==> src/rtl/adc_serial_pkg.sv <==
// rtl/adc_serial_pkg.sv - shared types, defaults and framing helper for the ADC serial link
package adc_serial_pkg;

    // Defaults shared with the receive path
    localparam int ADC_DEFAULT_DATA_WIDTH   = 12;
    localparam int ADC_DEFAULT_NUM_CHANNELS = 4;

    typedef enum logic {
        IDLE = 1'b0,
        RUN  = 1'b1
    } tx_state_t;

    // Frame clock is high for the first half of the frame, low for the second half
    function automatic logic fco_level(input int counter, input int data_width);
        return (counter < (data_width / 2));
    endfunction

endpackage

==> src/rtl/adc_frame_fifo.sv <==
// rtl/adc_frame_fifo.sv - single-clock first-word-fall-through frame FIFO
module adc_frame_fifo #(
    parameter int WIDTH = 48,
    parameter int DEPTH = 16
) (
    input  logic                     clk,
    input  logic                     rstn,
    input  logic                     push_i,
    input  logic [WIDTH-1:0]         wdata_i,
    input  logic                     pop_i,
    output logic [WIDTH-1:0]         rdata_o,
    output logic [$clog2(DEPTH):0]   level_o,
    output logic                     full_o,
    output logic                     empty_o
);

    localparam int AW = $clog2(DEPTH);
    localparam int LW = AW + 1;

    logic [WIDTH-1:0] mem_q [DEPTH];
    logic [AW-1:0]    wr_ptr_q;
    logic [AW-1:0]    rd_ptr_q;
    logic [LW-1:0]    level_q;
    logic             push_ok;
    logic             pop_ok;

    assign full_o  = (level_q == LW'(DEPTH));
    assign empty_o = (level_q == '0);
    assign push_ok = push_i && !full_o;
    assign pop_ok  = pop_i && !empty_o;
    assign rdata_o = mem_q[rd_ptr_q];
    assign level_o = level_q;

    // Pointer and occupancy tracking; pointers wrap naturally since DEPTH is a power of 2
    always_ff @(posedge clk) begin
        if (!rstn) begin
            wr_ptr_q <= '0;
            rd_ptr_q <= '0;
            level_q  <= '0;
        end else begin
            if (push_ok) wr_ptr_q <= wr_ptr_q + AW'(1);
            if (pop_ok)  rd_ptr_q <= rd_ptr_q + AW'(1);
            case ({push_ok, pop_ok})
                2'b10:   level_q <= level_q + LW'(1);
                2'b01:   level_q <= level_q - LW'(1);
                default: level_q <= level_q;
            endcase
        end
    end

    // Storage array, not reset: contents are only visible through valid occupancy
    always_ff @(posedge clk) begin
        if (push_ok) mem_q[wr_ptr_q] <= wdata_i;
    end

endmodule

==> src/rtl/adc_serial_tx.sv <==
// rtl/adc_serial_tx.sv - AD9228-style multi-lane serial frame transmitter with FCO
module adc_serial_tx
    import adc_serial_pkg::*;
#(
    parameter int NUM_CHANNELS = ADC_DEFAULT_NUM_CHANNELS,
    parameter int DATA_WIDTH   = ADC_DEFAULT_DATA_WIDTH,
    parameter int FIFO_DEPTH   = 16
) (
    input  logic                                 clk,
    input  logic                                 rstn,
    input  logic                                 tx_en,
    input  logic                                 wr_valid,
    output logic                                 wr_ready,
    input  logic [NUM_CHANNELS*DATA_WIDTH-1:0]   wr_data,
    output logic [NUM_CHANNELS-1:0]              dout,
    output logic                                 fco,
    output logic                                 busy,
    output logic                                 underrun,
    input  logic                                 underrun_clr,
    output logic [$clog2(FIFO_DEPTH):0]          fifo_level
);

    localparam int CNT_W = $clog2(DATA_WIDTH);
    localparam int WW    = NUM_CHANNELS * DATA_WIDTH;

    tx_state_t                                  state_q, state_d;
    logic [CNT_W-1:0]                           cnt_q, cnt_d;
    logic [NUM_CHANNELS-1:0][DATA_WIDTH-1:0]    shift_q, shift_d;
    logic [NUM_CHANNELS-1:0]                    dout_q, dout_d;
    logic                                       fco_q, fco_d;
    logic                                       underrun_q, underrun_d;

    logic          fifo_pop;
    logic [WW-1:0] fifo_rdata;
    logic          fifo_full;
    logic          fifo_empty;

    adc_frame_fifo #(
        .WIDTH (WW),
        .DEPTH (FIFO_DEPTH)
    ) u_fifo (
        .clk     (clk),
        .rstn    (rstn),
        .push_i  (wr_valid),
        .wdata_i (wr_data),
        .pop_i   (fifo_pop),
        .rdata_o (fifo_rdata),
        .level_o (fifo_level),
        .full_o  (fifo_full),
        .empty_o (fifo_empty)
    );

    assign wr_ready = !fifo_full;
    assign dout     = dout_q;
    assign fco      = fco_q;
    assign busy     = (state_q == RUN);
    assign underrun = underrun_q;

    // State, bit counter, lane shifters and registered serial outputs
    always_ff @(posedge clk) begin
        if (!rstn) begin
            state_q    <= IDLE;
            cnt_q      <= '0;
            shift_q    <= '0;
            dout_q     <= '0;
            fco_q      <= 1'b0;
            underrun_q <= 1'b0;
        end else begin
            state_q    <= state_d;
            cnt_q      <= cnt_d;
            shift_q    <= shift_d;
            dout_q     <= dout_d;
            fco_q      <= fco_d;
            underrun_q <= underrun_d;
        end
    end

    // Framing sequencer: emits lane MSBs, decides at frame end whether to reload, pad with zeros or stop
    always_comb begin
        state_d    = state_q;
        cnt_d      = cnt_q;
        shift_d    = shift_q;
        dout_d     = '0;
        fco_d      = 1'b0;
        fifo_pop   = 1'b0;
        underrun_d = underrun_clr ? 1'b0 : underrun_q;

        case (state_q)
            IDLE: begin
                if (tx_en && !fifo_empty) begin
                    fifo_pop = 1'b1;
                    state_d  = RUN;
                    cnt_d    = '0;
                    for (int i = 0; i < NUM_CHANNELS; i++) begin
                        shift_d[i] = fifo_rdata[i*DATA_WIDTH +: DATA_WIDTH];
                    end
                end
            end
            RUN: begin
                fco_d = fco_level(int'(cnt_q), DATA_WIDTH);
                for (int i = 0; i < NUM_CHANNELS; i++) begin
                    dout_d[i]  = shift_q[i][DATA_WIDTH-1];
                    shift_d[i] = {shift_q[i][DATA_WIDTH-2:0], 1'b0};
                end
                cnt_d = cnt_q + CNT_W'(1);
                if (cnt_q == CNT_W'(DATA_WIDTH - 1)) begin
                    cnt_d = '0;
                    if (tx_en && !fifo_empty) begin
                        fifo_pop = 1'b1;
                        for (int i = 0; i < NUM_CHANNELS; i++) begin
                            shift_d[i] = fifo_rdata[i*DATA_WIDTH +: DATA_WIDTH];
                        end
                    end else if (tx_en) begin
                        // Keep framing alive with an all-zero word and flag the starvation
                        shift_d    = '0;
                        underrun_d = 1'b1;
                    end else begin
                        state_d = IDLE;
                    end
                end
            end
            default: state_d = IDLE;
        endcase
    end

endmodule

==> config.mk <==
export PLATFORM = sky130hd
export DESIGN_NAME = adc_serial_tx
export DESIGN_NICKNAME = d
export VERILOG_FILES = /design/src/rtl/adc_serial_pkg.sv /design/src/rtl/adc_frame_fifo.sv /design/src/rtl/adc_serial_tx.sv
export SDC_FILE = /design/constraint.sdc
export NUM_CORES = 1
export LEC_CHECK = 0
export CAP_MARGIN = 20
export CORE_MARGIN = 5
export CORE_UTILIZATION = 45
export DETAILED_ROUTE_END_ITERATION = 16
export DONT_BUFFER_PORTS = 1
export GPL_ROUTABILITY_DRIVEN = 0
export GPL_TIMING_DRIVEN = 0
export PLACE_DENSITY = 0.59
export SYNTH_ARGS = -nofsm -noshare
export SYNTH_HDL_FRONTEND = slang
export SYNTH_SLANG_ARGS = --single-unit
export TNS_END_PERCENT = 5
==> constraint.sdc <==
create_clock -name clk -period 6.14 [get_ports clk]
set_clock_uncertainty 0.15 [all_clocks]
set_input_delay 0.614 -clock clk [delete_from_list [all_inputs] [get_ports clk]]
set_output_delay 0.614 -clock clk [all_outputs]
set_load 0.02 [all_outputs]
==> results_tabular.tex <==
\begin{tabular}{lr}
\hline
Metric & Value \\
\hline
\multicolumn{2}{l}{\textbf{Finish}} \\
\quad Number of fill cells in the layout & around 5600 \\
\quad Relative area change from synthesis to final layout & 16.6\% \\
\quad Leading cell types in the layout, fill and taps excluded & sky130\_fd\_sc\_hd\_\_edfxtp\_1 (768), sky130\_fd\_sc\_hd\_\_mux4\_2 (192), sky130\_fd\_sc\_hd\_\_clkbuf\_16 (90) \\
\quad Share of final-layout standard cells stronger than drive strength 1 & 0.279 \\
\quad Total non-filler cell area in the finished layout & between 30000 and 40000 um2 \\
\quad Multi-input combinational cell area & 7730 um2 \\
\quad Sequential cell area & 24600 um2 \\
\quad Number of nets in the layout & 1814 \\
\quad Leading cell type in the layout, fill and taps excluded & sky130\_fd\_sc\_hd\_\_edfxtp\_1 \\
\multicolumn{2}{l}{\textbf{Synth}} \\
\quad Flip-flop cell with the highest count after synthesis & sky130\_fd\_sc\_hd\_\_edfxtp\_1 \\
\quad Yosys warning total & 0 \\
\quad Xor-xnor portion of the synthesized cell area & 0.00187 \\
\quad Average footprint of a synthesized cell & 20.9 um2 \\
\quad Mapped Cells & 1562 \\
\quad Distinct cell type count after synthesis & 54 \\
\quad Library cell occupying the most area in the post-synthesis netlist & sky130\_fd\_sc\_hd\_\_edfxtp\_1 \\
\quad Top cell type's share of synthesized area & 0.705 \\
\quad Main combinational cell family by area after synthesis & multiplexers \\
\quad Post-synth net total & 1625 \\
\quad Area share of and/or/nand/nor cells after synthesis & 0.0316 \\
\quad Post-synthesis async set-or-reset flop share & 0 \\
\quad Total of flip-flops plus latches after synthesis & 844 \\
\quad Number of enable flip-flop cells after synthesis & roughly 770 \\
\quad Post-Synth Adder-Cell Area & 0.00383 \\
\quad Sequential-to-total area share from yosys stat & 0.752 \\
\quad Mux share of post-synthesis cell area & 0.161 \\
\quad Top post-synthesis cells by area & sky130\_fd\_sc\_hd\_\_edfxtp\_1 (71\%), sky130\_fd\_sc\_hd\_\_mux4\_2 (13\%), sky130\_fd\_sc\_hd\_\_dfxtp\_1 (4.7\%) \\
\quad Summed instance area of the synthesized netlist & 32700 um2 \\
\quad Share of the synthesized area in compound gates (AO/OA/AOI/OAI) & 0.0343 \\
\multicolumn{2}{l}{\textbf{Worst setup path}} \\
\quad Worst path max stage delay & 0.55 ns \\
\quad Data arrival time at the worst-slack endpoint & around 4.2 ns \\
\quad Critical path's top delay family & compound AO/OA/AOI/OAI gates \\
\quad Worst Path Class, Setup & flip-flop to flip-flop \\
\quad Worst endpoint required time & 6.55 ns \\
\quad Cell with the biggest individual delay on the critical path & sky130\_fd\_sc\_hd\_\_or4\_4 \\
\quad Setup slack of the worst register-to-register path & 2.36 ns \\
\quad Ordered cell list for the critical path & buf\_2 -> or4\_4 -> o221ai\_4 -> inv\_4 -> buf\_6 -> buf\_6 -> ha\_1 -> clkbuf\_1 -> xor2\_1 -> ha\_1 -> a21oi\_1 -> a221o\_1 -> a2111o\_1 -> nand4\_1 \\
\quad Number of buffers and inverters on the critical path & 5 \\
\quad Critical-path maximum fanout & 11 \\
\quad Kind of end point of the critical path & flip-flop \\
\quad Launching element type of the critical path & flip-flop \\
\multicolumn{2}{l}{\textbf{Power}} \\
\quad VDD IR-drop max & 222 uV \\
\quad Leakage Power & 11.7 nW \\
\quad Sequential fraction of design power & 0.475 \\
\quad Switching pwr & 3.60 mW \\
\quad Sw Ratio & 0.256 \\
\quad Combinational fraction of design power & 0.156 \\
\quad Total power density per cell area & 369 nW/um2 \\
\quad Share of power burned in the clock network & 0.369 \\
\quad Int Pwr & $\sim$10 mW \\
\multicolumn{2}{l}{\textbf{Clock tree}} \\
\quad Deepest clock path buffer count & 3 \\
\quad Clock sink total & 844 \\
\quad Number of H-tree branching levels & 3 \\
\quad Quantity of hold-fixing buffers added after cts & 49 \\
\quad Post-CTS setup repair buffer count & 0 \\
\quad CTS tree & done \\
\quad Clock transition at the registers of the reported paths & 0.06 ns \\
\quad Number of buffers added by the clock tree synthesis step & 89 \\
\quad Clock network latency to the later pin of the worst-skew pair & 0.63 ns \\
\quad CTS resizes & 0 \\
\quad Cell at the root of the clock tree & sky130\_fd\_sc\_hd\_\_clkbuf\_16 \\
\multicolumn{2}{l}{\textbf{STA}} \\
\quad Max-slew violation total from the final report & 0 \\
\quad Final setup violation count & 0 \\
\quad Fin. Hold Viols & 0 \\
\quad Slew HR & 0.287 \\
\quad Worst slack on hold paths & around 0.066 ns \\
\quad F\_max & 0.265 GHz \\
\quad Tmin final & 3.78 ns \\
\quad Worst-margin pin slew & 1.07 ns \\
\quad Setup repair after global routing missed its margin & false \\
\quad Post-route clock period utilization & 0.615 \\
\multicolumn{2}{l}{\textbf{Floorplan}} \\
\quad Area of the core & 71700 um2 \\
\quad Area enclosed by the die boundary & 78200 um2 \\
\quad Vertical die dimension & around 280 um \\
\quad Top-level I/O count & between 60 and 70 \\
\quad Die span in x & 280 um \\
\quad Starting density of the core & 0.456 \\
\quad Cell row count & between 90 and 100 \\
\multicolumn{2}{l}{\textbf{Detailed routing}} \\
\quad Drt total wl & $\sim$75000 um \\
\quad WL met3 & 4210 um \\
\quad Initial DRC Count & 1350 \\
\quad Highest routing layer actually used & met5 \\
\quad Number of search-and-repair iterations in the first detailed-routing pass & 7 \\
\quad Via count & 15960 \\
\quad Routed length on met2 & 37300 um \\
\quad DRT met1 WL & 32300 um \\
\quad DRC violation count after routing & 0 \\
\quad Post-DR wirelength/cell & 27.1 um \\
\quad Routed Antenna Nets & 0 \\
\quad Detail-routed via count per cell & 5.75 \\
\multicolumn{2}{l}{\textbf{Global route}} \\
\quad Pin count of the biggest net entering global routing & 25 \\
\quad Global-route wire length before repair & about 110000 um \\
\quad Grt total ovfl & 0 \\
\quad Antenna violations before repair & 3 \\
\quad Number of global-route vias before repair & 16796 \\
\quad Total track usage & 0.193 \\
\multicolumn{2}{l}{\textbf{Hold path}} \\
\quad Worst min-delay path class & input port to flip-flop \\
\multicolumn{2}{l}{\textbf{Outcome}} \\
\quad Status & complete, no violations \\
\multicolumn{2}{l}{\textbf{Run}} \\
\quad Max-cap violations & 0 \\
\multicolumn{2}{l}{\textbf{Place}} \\
\quad Count of port buffers added during placement & 0 \\
\quad Post-detailed-placement cell area & 34800 um2 \\
\quad Dpl hpwl & 49300 um \\
\hline
\end{tabular}
## power by group through the flow
| stage | registers [mW] | clock network, mW | logic (mW) |
|---|---|---|---|
| 2_1_floorplan | 6.78 | 0 | 1.45 |
| 3_3_place_gp | 6.84 | 0 | 2.02 |
| 3_5_place_dp | 6.81 | 0 | 2.12 |
| 4_1_cts | 6.69 | 5.31 | 2.22 |
| 5_1_grt | 6.71 | 5.55 | 2.37 |
| 6_report | 6.69 | 5.20 | 2.20 |
## cell families (layout without fill, tap and decap cells)
group	count (synthesis)	count (layout)
compound gates	128	128
xor+xnor	7	7
fa+ha+maj	10	10
buf+inv	107	370
simple gates	184	184
mux	282	282
flops	844	844
other cells	0	3
## Yosys cell counts, drive strengths merged (9+ instances only)
cell type and n:
dfxtp 76, ha 10, o211ai 47, nand2 59
mux2i 46, nand3 60, nor2 27, nand2b 10
inv 10, clkbuf 41, buf 56, mux2 44
mux4 192, edfxtp 768, a21oi 9, o32a 44
## path summary, 6_finish.rpt
| check | start | endpoint | cells after the start |
|---|---|---|---|
| min reg2reg | u_fifo.rd_ptr_q[3] | flip-flop | 2 |
| max reg2reg | u_fifo.level_o[2] | u_fifo.level_o[4] | 14 |
| max | u_fifo.level_o[2] | u_fifo.level_o[4] | 14 |
| min | tx_en | busy | 2 |
## metal layers
| layer | vias to the layer above | track usage |
|---|---|---|
| met5 | - | 0 |
| li1 | 6939 | - |
| met2 | 394 | 0.318 |
| met3 | 89 | 0.0387 |
| met1 | 8536 | 0.268 |
| met4 | 2 | 0.0488 |
## per-stage QoR
| step | TNS (ns) | setup WS, ns | std cells | util | power (mW) |
|---|---|---|---|---|---|
| finish | 0 | 2.36 | 2778 | 0.532 | 14.1 |
| CTS | 0 | 2.40 | 2775 | 0.532 | 14.2 |
| global route | 0 | 2.21 | 2775 | 0.532 | 14.6 |
| floorplan | 0 | 0.923 | 1562 | - | 8.23 |
| global placement | -862.94 | -3.37 | 2512 | 0.473 | 8.86 |
| detailed placement | 0 | 2.43 | 2561 | 0.485 | 8.92 |
## layout make-up
| class | count | area share |
|---|---|---|
| sequential | 844 | 0.645 |
| multi-input combinational | 611 | 0.203 |
| clock buffer | 128 | 0.0644 |
| timing repair buffer | 98 | 0.0342 |
| tap | 950 | 0.0312 |
| buffer | 97 | 0.0121 |
| clock inverter | 37 | 0.00964 |
| inverter | 10 | 0.00105 |
| antenna | 3 | 0.000197 |
## state kept, by name (all words and copies together), names as in the netlist, named ones only
name and cells:
dout 4, u_fifo.rd_ptr_q 4, fco 1, u_fifo.mem_q 768, u_fifo.level_o 5, shift_q 48
u_fifo.wr_ptr_q 4, underrun 1, busy 1, cnt_q 4
Note: power is estimated with default switching activity, not from simulation.
